==> src/rtl/alu_acc_pkg.sv <==
`default_nettype none
// ============================================================================
//  Module      : alu_acc_pkg
//  Description : Shared opcode and state encodings for the accumulator stage
//                and anything that drives it.
//  Contents    : OP_* opcode constants (3 bits), state_t FSM encoding.
//  Revision    : 1.0 - initial release
// ============================================================================
package alu_acc_pkg;

  localparam logic [2:0] OP_LOAD = 3'b000;
  localparam logic [2:0] OP_ADD  = 3'b001;
  localparam logic [2:0] OP_SUB  = 3'b010;
  localparam logic [2:0] OP_AND  = 3'b011;
  localparam logic [2:0] OP_OR   = 3'b100;
  localparam logic [2:0] OP_XOR  = 3'b101;
  localparam logic [2:0] OP_MUL  = 3'b110;
  localparam logic [2:0] OP_CLR  = 3'b111;

  typedef enum logic [1:0] {
    ST_IDLE = 2'd0,
    ST_MUL  = 2'd1,
    ST_RESP = 2'd2
  } state_t;

endpackage
`default_nettype wire

==> src/rtl/seq_mul_nbit.sv <==
`default_nettype none
// ============================================================================
//  Module      : seq_mul_nbit
//  Description : Unsigned N x N shift-add multiplier, one multiplier bit per
//                clock, LSB first.
//  Ports       : clk, rst_n  - clock / async active-low reset
//                start       - latch a, b and begin (ignored handshake-wise;
//                              the parent only asserts it when idle)
//                a, b        - multiplicand, multiplier (N bits)
//                busy        - multiply in progress
//                done        - high during the cycle whose closing edge
//                              processes the last multiplier bit
//                product     - 2N-bit product including the bit processed on
//                              the current edge; final when done is high
//  Revision    : 1.0 - initial release
// ============================================================================
module seq_mul_nbit #(
  parameter int N = 8
) (
  input  logic           clk,
  input  logic           rst_n,
  input  logic           start,
  input  logic [N-1:0]   a,
  input  logic [N-1:0]   b,
  output logic           busy,
  output logic           done,
  output logic [2*N-1:0] product
);

  localparam int CNT_W = (N > 1) ? $clog2(N) : 1;

  logic             r_busy;
  logic [CNT_W-1:0] r_cnt;
  logic [2*N-1:0]   r_mcand;
  logic [N-1:0]     r_mplier;
  logic [2*N-1:0]   r_prod;

  logic [2*N-1:0]   w_partial;
  logic [2*N-1:0]   w_prod_next;

  assign w_partial   = r_mplier[0] ? r_mcand : '0;
  assign w_prod_next = r_prod + w_partial;

  always_ff @(posedge clk or negedge rst_n) begin
    if (!rst_n) begin
      r_busy   <= 1'b0;
      r_cnt    <= '0;
      r_mcand  <= '0;
      r_mplier <= '0;
      r_prod   <= '0;
    end else if (start) begin
      r_busy   <= 1'b1;
      r_cnt    <= CNT_W'(N - 1);
      r_mcand  <= {{N{1'b0}}, a};
      r_mplier <= b;
      r_prod   <= '0;
    end else if (r_busy) begin
      r_prod   <= w_prod_next;
      r_mcand  <= r_mcand << 1;
      r_mplier <= r_mplier >> 1;
      if (r_cnt == '0) begin
        r_busy <= 1'b0;
      end else begin
        r_cnt <= r_cnt - 1'b1;
      end
    end
  end

  assign busy    = r_busy;
  // Combinational so the parent can capture the result on the same edge that
  // consumes the last multiplier bit (no extra cycle of latency).
  assign done    = r_busy && (r_cnt == '0);
  assign product = w_prod_next;

endmodule
`default_nettype wire

==> src/rtl/alu_acc_stage.sv <==
`default_nettype none
// ============================================================================
//  Module      : alu_acc_stage
//  Description : Registered accumulator stage. Applies one opcode per
//                accepted transaction against an N-bit accumulator; MUL runs
//                on a sequential shift-add multiplier. Results and flags are
//                offered over a valid/ready handshake.
//  Ports       : clk, rst_n            - clock / async active-low reset
//                in_valid, in_ready    - input handshake (in_ready = IDLE)
//                operand, op           - operand and 3-bit opcode
//                out_valid, out_ready  - output handshake
//                acc                   - registered accumulator
//                zero, carry, overflow - registered result flags
//  Revision    : 1.0 - initial release
// ============================================================================
module alu_acc_stage
  import alu_acc_pkg::*;
#(
  parameter int N = 8
) (
  input  logic         clk,
  input  logic         rst_n,
  input  logic         in_valid,
  output logic         in_ready,
  input  logic [N-1:0] operand,
  input  logic [2:0]   op,
  output logic         out_valid,
  input  logic         out_ready,
  output logic [N-1:0] acc,
  output logic         zero,
  output logic         carry,
  output logic         overflow
);

  state_t         r_state;
  state_t         w_state_next;

  logic [N-1:0]   r_acc;
  logic           r_zero;
  logic           r_carry;
  logic           r_overflow;
  logic           r_out_valid;

  logic           w_accept;
  logic           w_mul_start;
  logic           w_complete;
  logic [N-1:0]   w_acc_next;
  logic           w_carry_next;
  logic           w_overflow_next;

  logic [N:0]     w_sum;
  logic [N:0]     w_diff;

  logic           w_mul_busy;
  logic           w_mul_done;
  logic [2*N-1:0] w_mul_product;

  assign w_accept    = in_valid && (r_state == ST_IDLE);
  assign w_mul_start = w_accept && (op == OP_MUL);

  seq_mul_nbit #(
    .N (N)
  ) u_mul (
    .clk     (clk),
    .rst_n   (rst_n),
    .start   (w_mul_start),
    .a       (r_acc),
    .b       (operand),
    .busy    (w_mul_busy),
    .done    (w_mul_done),
    .product (w_mul_product)
  );

  // --------------------------------------------------------------------------
  // FSM
  // --------------------------------------------------------------------------
  always_ff @(posedge clk or negedge rst_n) begin
    if (!rst_n) begin
      r_state <= ST_IDLE;
    end else begin
      r_state <= w_state_next;
    end
  end

  always_comb begin
    w_state_next = r_state;
    w_complete   = 1'b0;
    case (r_state)
      ST_IDLE: begin
        if (w_accept) begin
          if (op == OP_MUL) begin
            w_state_next = ST_MUL;
          end else begin
            w_state_next = ST_RESP;
            w_complete   = 1'b1;
          end
        end
      end
      ST_MUL: begin
        if (w_mul_done) begin
          w_state_next = ST_RESP;
          w_complete   = 1'b1;
        end else if (!w_mul_busy) begin
          // Multiplier lost its job without finishing; recover to idle.
          w_state_next = ST_IDLE;
        end
      end
      ST_RESP: begin
        if (out_ready) begin
          w_state_next = ST_IDLE;
        end
      end
      default: begin
        w_state_next = ST_IDLE;
      end
    endcase
  end

  // --------------------------------------------------------------------------
  // Datapath: result and flags for whichever op completes this edge
  // --------------------------------------------------------------------------
  assign w_sum  = {1'b0, r_acc} + {1'b0, operand};
  assign w_diff = {1'b0, r_acc} - {1'b0, operand};

  always_comb begin
    w_acc_next      = r_acc;
    w_carry_next    = 1'b0;
    w_overflow_next = 1'b0;
    if (r_state == ST_MUL) begin
      w_acc_next   = w_mul_product[N-1:0];
      w_carry_next = |w_mul_product[2*N-1:N];
    end else begin
      case (op)
        OP_LOAD: w_acc_next = operand;
        OP_ADD: begin
          w_acc_next      = w_sum[N-1:0];
          w_carry_next    = w_sum[N];
          w_overflow_next = (r_acc[N-1] == operand[N-1]) &&
                            (w_sum[N-1] != r_acc[N-1]);
        end
        OP_SUB: begin
          w_acc_next      = w_diff[N-1:0];
          // Top bit of the widened difference is the unsigned borrow.
          w_carry_next    = w_diff[N];
          w_overflow_next = (r_acc[N-1] != operand[N-1]) &&
                            (w_diff[N-1] != r_acc[N-1]);
        end
        OP_AND:  w_acc_next = r_acc & operand;
        OP_OR:   w_acc_next = r_acc | operand;
        OP_XOR:  w_acc_next = r_acc ^ operand;
        OP_CLR:  w_acc_next = '0;
        default: w_acc_next = r_acc;
      endcase
    end
  end

  always_ff @(posedge clk or negedge rst_n) begin
    if (!rst_n) begin
      r_acc       <= '0;
      r_zero      <= 1'b0;
      r_carry     <= 1'b0;
      r_overflow  <= 1'b0;
      r_out_valid <= 1'b0;
    end else begin
      r_out_valid <= (w_state_next == ST_RESP);
      if (w_complete) begin
        r_acc      <= w_acc_next;
        r_zero     <= (w_acc_next == '0);
        r_carry    <= w_carry_next;
        r_overflow <= w_overflow_next;
      end
    end
  end

  assign in_ready  = (r_state == ST_IDLE);
  assign out_valid = r_out_valid;
  assign acc       = r_acc;
  assign zero      = r_zero;
  assign carry     = r_carry;
  assign overflow  = r_overflow;

endmodule
`default_nettype wire

==> config.mk <==
export PLATFORM = sky130hd
export DESIGN_NAME = alu_acc_stage
export DESIGN_NICKNAME = d
export VERILOG_FILES = /design/src/rtl/alu_acc_pkg.sv /design/src/rtl/seq_mul_nbit.sv /design/src/rtl/alu_acc_stage.sv
export SDC_FILE = /design/constraint.sdc
export NUM_CORES = 1
export LEC_CHECK = 0
export BUFFER_PORTS_ARGS = -buffer_cell sky130_fd_sc_hd__buf_2
export CORE_MARGIN = 4
export CORE_UTILIZATION = 40
export DETAILED_ROUTE_END_ITERATION = 8
export PLACE_DENSITY = 0.63
export SYNTH_ARGS = -nofsm -noshare
export SYNTH_HDL_FRONTEND = slang
export SYNTH_SLANG_ARGS = --single-unit
export TNS_END_PERCENT = 10
==> constraint.sdc <==
create_clock -name clk -period 3.7 [get_ports clk]
set_input_delay 0.185 -clock clk [delete_from_list [all_inputs] [get_ports clk]]
set_output_delay 0.185 -clock clk [all_outputs]
set_load 0.02 [all_outputs]
## After elaboration in Yosys (flattened, before gate mapping)

Index checks and enable logic that the tools add are counted.

- Flip-flop bits (word level): 58
- Bits of input ports: 15
- Output and inout bits: 13
- Word-level logic and storage cells: 74

- Add/sub/neg operators: 4
- Equality and inequality tests: 15
- Mux-type cells: 29
- Bitwise gates (word level): 3
- Reductions and logical operators: 12

Operators with widths:

| cell | number |
|---|---|
| $mux W16 | 5 |
| $pmux W8 S7 | 1 |
| $mux W8 | 3 |
| $add A16 B16 Y16 | 1 |
| $eq A3 B3 Y1 const B | 4 |
| $mux W2 | 5 |
| $add A8 B8 Y9 | 1 |
| $mux W3 | 3 |
| $sub A8 B8 Y9 | 1 |
| $and A8 B8 Y8 | 1 |
| $logic_not A8 Y1 | 1 |
| $mux W1 | 8 |
| $or A8 B8 Y8 | 1 |
| $reduce_or A8 Y1 | 1 |
| $xor A8 B8 Y8 | 1 |
| $eq A3 B2 Y1 const B | 2 |
| $logic_not A3 Y1 | 2 |
| $pmux W1 S2 | 3 |
| $pmux W2 S3 | 1 |
| $logic_and A1 B1 Y1 | 5 |
| $eq A2 B2 Y1 const B | 2 |
| $eq A3 B1 Y1 const B | 1 |
| $ne A1 B1 Y1 | 3 |
| $sub A3 B1 Y3 const B | 1 |
| other kinds (6) | 6 |

## Logic depth before layout (Yosys ltp)

- Word-level depth: 5
- Gate-level depth with buffers: 11
- Mapped depth without buffers: 11

## Cells and area by module

Synthesis repeated with hierarchy kept, for this count alone.

- Cell total of the unflattened synthesis: 558
- Area, all modules: 4829.6 sq um

Modules (own cells, without submodules):

| module | times used | cells an instance | area an instance (sq um) |
|---|---|---|---|
| seq_mul_nbit | 1 | 296 | 2830.2 |
| alu_acc_stage | 1 | 262 | 1999.4 |

## Least setup slack after synthesis

No wires, ideal clock.

- Kind: register to register
- Start: register u_mul.r_mplier[0]
- End: register r_carry, in the netlist carry
- Arrival: 2.672 ns
- Data required time: 3.562 ns
- Setup slack: 0.889 ns
- Cell stages (with the launch flop): 12
- Buffers on the path: 0
- Clock period less this slack: 2.811 ns
- Path through: dfrtp_1 -> and2_1 -> ha_1 -> fa_1 -> a211oi_1 -> o21ai_1 -> a31oi_1 -> nand2_1 -> xor2_1 -> or4_4 -> nor4_2 -> a31oi_1

- Cells in the longest elaborated chain, start to end: 4

RTL lines:

| item | line | text |
|---|---|---|
| start, declared | seq_mul_nbit.sv:35 | `logic [N-1:0] r_mplier;` |
| start signal, assigned | seq_mul_nbit.sv:60 | `r_mplier <= r_mplier >> 1;` |
| $mux W16 | seq_mul_nbit.sv:41 | `assign w_partial = r_mplier[0] ? r_mcand : '0;` |
| $add A16 B16 Y16 | seq_mul_nbit.sv:42 | `assign w_prod_next = r_prod + w_partial;` |
| $reduce_or A8 Y1 | alu_acc_stage.sv:131 | `w_carry_next = \|w_mul_product[2*N-1:N];` |
| $mux W1 | alu_acc_stage.sv:129 | `if (r_state == ST_MUL) begin` |
| end signal, assigned | alu_acc_stage.sv:169 | `r_carry <= w_carry_next;` |
| end, declared | alu_acc_stage.sv:40 | `logic r_carry;` |

No other way between the ends.
A chain may end at the register's enable or synchronous reset.

## Final worst setup path

Ends and elaborated chain as after synthesis.

==> run metrics <==
DR pass1 iterations 5; Min-Delay Path Class primary input to flop; Placed Instances 667; remaining antenna violation count 0; io pins 28; GRT Util Overall 18.2%; Yosys warning count 0; Die Wd 115 µm; Vias 3853; R2R Path Start u_mul.r_mplier[0]; Synth Cell Area 4550 µm²; share of cells above drive strength 1 11.6%; Most used DFF post-synth dfrtp_1; Top delay family on crit path simple AND/OR/NAND/NOR gates; Overflow after GRT 0; CTS root buf clkbuf_16; diodes inserted 0; post-layout total power 4.06 mW; H-tree lvl count 3; final hold vios 0; Final Critical Period 3280 ps; CP most frequent cell a31oi_1; area of the die 13200 µm²; register area share after synthesis 31.9%; gp weighted congestion 0.884; arrival time at the worst endpoint 3460 ps; Req. time, crit path 3880 ps; hold path start operand[5]; Post-Route WL 11400 µm; drt wl/cell 16.6 µm; Finished Core Util 46.8%; Worst Clk Skew 10.3 ps; worst slew pin tran 676 ps; #FFs+latches synth 58; slew margin rel. 54.9%; hold path cells 3; Clock Path Buffers 2; CTS sink count 58; Starting Density 41.4%; final setup vio count 0; sink of the worst hold path u_mul.r_mplier[5]; first-pass GRT wire length 19200 µm; fin. max-slew vios 0; FF-to-FF setup slack 420 ps; crit start category flop; Syn Inst Count 520; core area 11000 µm²; CP endpoint kind flop; Final Instance Area 5140 µm²; Netlist cell types 66; EDFF count, synth 0; R2R depth 11; PD cells 790 nW/µm²; syn_area_per_cell 8.75 µm²; RSZ-0062 raised after global routing false; final worst path period share 88.5%; Max Cap Viol 0; crit-path cells and2_1 > ha_1 > fa_1 > a211oi_1 > o21ai_1 > a31oi_1 > nand2_1 > xor2_1 > or4_4 > nor4_2 > a31oi_1; DRC viols 0; post-synth net total 579; FF-to-FF End carry; leakage power 2.39 nW; Setup TNS 0 ps; CP max stage delay 550 ps; TritonCTS clock tree done; 1st-iter DRT viols 303; Worst-Skew Late Latency 330 ps; Post-synth ARST share 100%; Clock transition at path regs 50 ps; pin count of the biggest net entering global routing 45; vias per cell 5.63; Num CTS Buffers 9; Area Growth Syn to Fin 13.0%; Gates resized, CTS repair 0; Die Ht 115 µm; final cell count without fillers 684; antenna violations before repair 0; CP Class flop to flop; HPWL Detailed 8430 µm; Hold Slack 137 ps; maximum vdd ir drop 0.000366 V; I/O Buffers 27; outcome finished, final reports clean; Bufs and invs on worst path 0; vias in the first global route 3803; FP Rows 38; Nets 598; DP Area 4790 µm²; crit-path max FO 17; DP Worst Slack 434 ps; Fmax 0.305 GHz; slowest CP cell dfrtp_1; Worst Slack Setup Final 424 ps
==> how the worst max path moves through the flow <==
stage	slack, ps	to	cells past startpoint	startpoint
after floorplan	890	carry	11	u_mul.r_mplier[0]
after global placement	550	carry	11	u_mul.r_mplier[0]
after detailed placement	430	carry	11	u_mul.r_mplier[0]
after CTS	420	carry	11	u_mul.r_mplier[0]
after global routing	180	carry	11	u_mul.r_mplier[0]
final	420	carry	11	u_mul.r_mplier[0]
==> cells in the final DEF, fill, tap and decap left out, types with 4 or more instances in the layout <==
cell       synthesis  layout
dfrtp_1           58      57
nor3_1             7       7
xnor2_1           14      14
a211oi_1          12      12
a22oi_1            6       6
nand3_1           14      14
o21ai_0           30      30
o21a_1             5       5
and2_1            15      15
a21o_1             8       8
nand2b_1           8       8
buf_2              4      27
nor2_1            49      49
o21bai_1           7       7
clkbuf_16          0       9
xor2_1             5       5
and3_1             5       5
nand2_1           37      37
inv_1             26      26
o22ai_1            4       4
a21oi_1           42      42
ha_1              41      41
mux2i_1           35      35
a31oi_1            7       7
a221oi_1           6       6
==> power breakdown <==
part	switching (mW)	total (mW)	internal, mW
Combinational	1.14	1.96	0.812
Clock	0.288	0.965	0.677
Sequential	0.248	1.14	0.896
Total	1.68	4.06	2.38
==> worst register-to-register path, delay by kind of cell (launching register included) <==
family,cells,cell delay (ps)
AND/OR/NAND/NOR,4,1020
flip-flops,1,550
XOR/XNOR,1,160
adder cells (fa/ha/maj),2,640
AO/OA/AOI/OAI,4,750
==> per-layer routing <==
layer | track usage (%) | vias up | wire length [µm]
met3 | 3.49 | 13 | 461
met4 | 5.62 | 0 | 172
li1 | - | 1910 | -
met5 | 0 | - | 0
met1 | 26.4 | 1837 | 5610
met2 | 27.3 | 93 | 5110
==> logic make-up after synthesis <==
group / synth area share (%)
buffers and inverters: 4.48
flip-flops: 31.9
multiplexers: 8.19
adder cells (fa/ha/maj): 12.6
AND/OR/NAND/NOR: 16.2
AO/OA/AOI/OAI: 23.0
XOR/XNOR: 3.66
==> synth_stat cells, drive strengths merged, types with 6 or more instances <==
master	instances	area [µm²]
a211oi	12	90.1
a21oi	42	210
xnor2	14	123
dfrtp	58	1450
a31oi	7	43.8
ha	41	513
a21o	9	68.8
clkbuf	18	67.6
and3	6	38.8
nand2	38	145
inv	28	105
mux2i	35	350
and2	16	101
a22oi	6	45.0
a221oi	7	67.6
nor3	7	35.0
nand3	14	70.1
nand2b	8	50.1
o21ai	32	160
o21bai	7	52.6
nor2	50	190
==> layout make-up <==
class | instances | area [µm²]
clock buffer | 12 | 246
sequential | 58 | 1450
fill | 1033 | 5840
clock inverter | 4 | 98.8
inverter | 28 | 105
timing repair buffer | 31 | 168
multi-input combinational | 411 | 2900
tap | 140 | 175
==> registers in the layout (all words and copies together), names as in the netlist <==
name            cells
overflow            1
out_valid           1
acc                 8
zero                1
u_mul.r_prod       16
r_state             2
carry               1
u_mul.r_mplier      8
u_mul.busy          1
u_mul.r_cnt         3
u_mul.r_mcand      16
==> timing repair <==
item / in CTS / in global routing
hold buffers: 1 / 0
hold endpoints to repair: 25 / 0
buffers inserted: 0 / 0
Power figures use the tool's default switching activity.
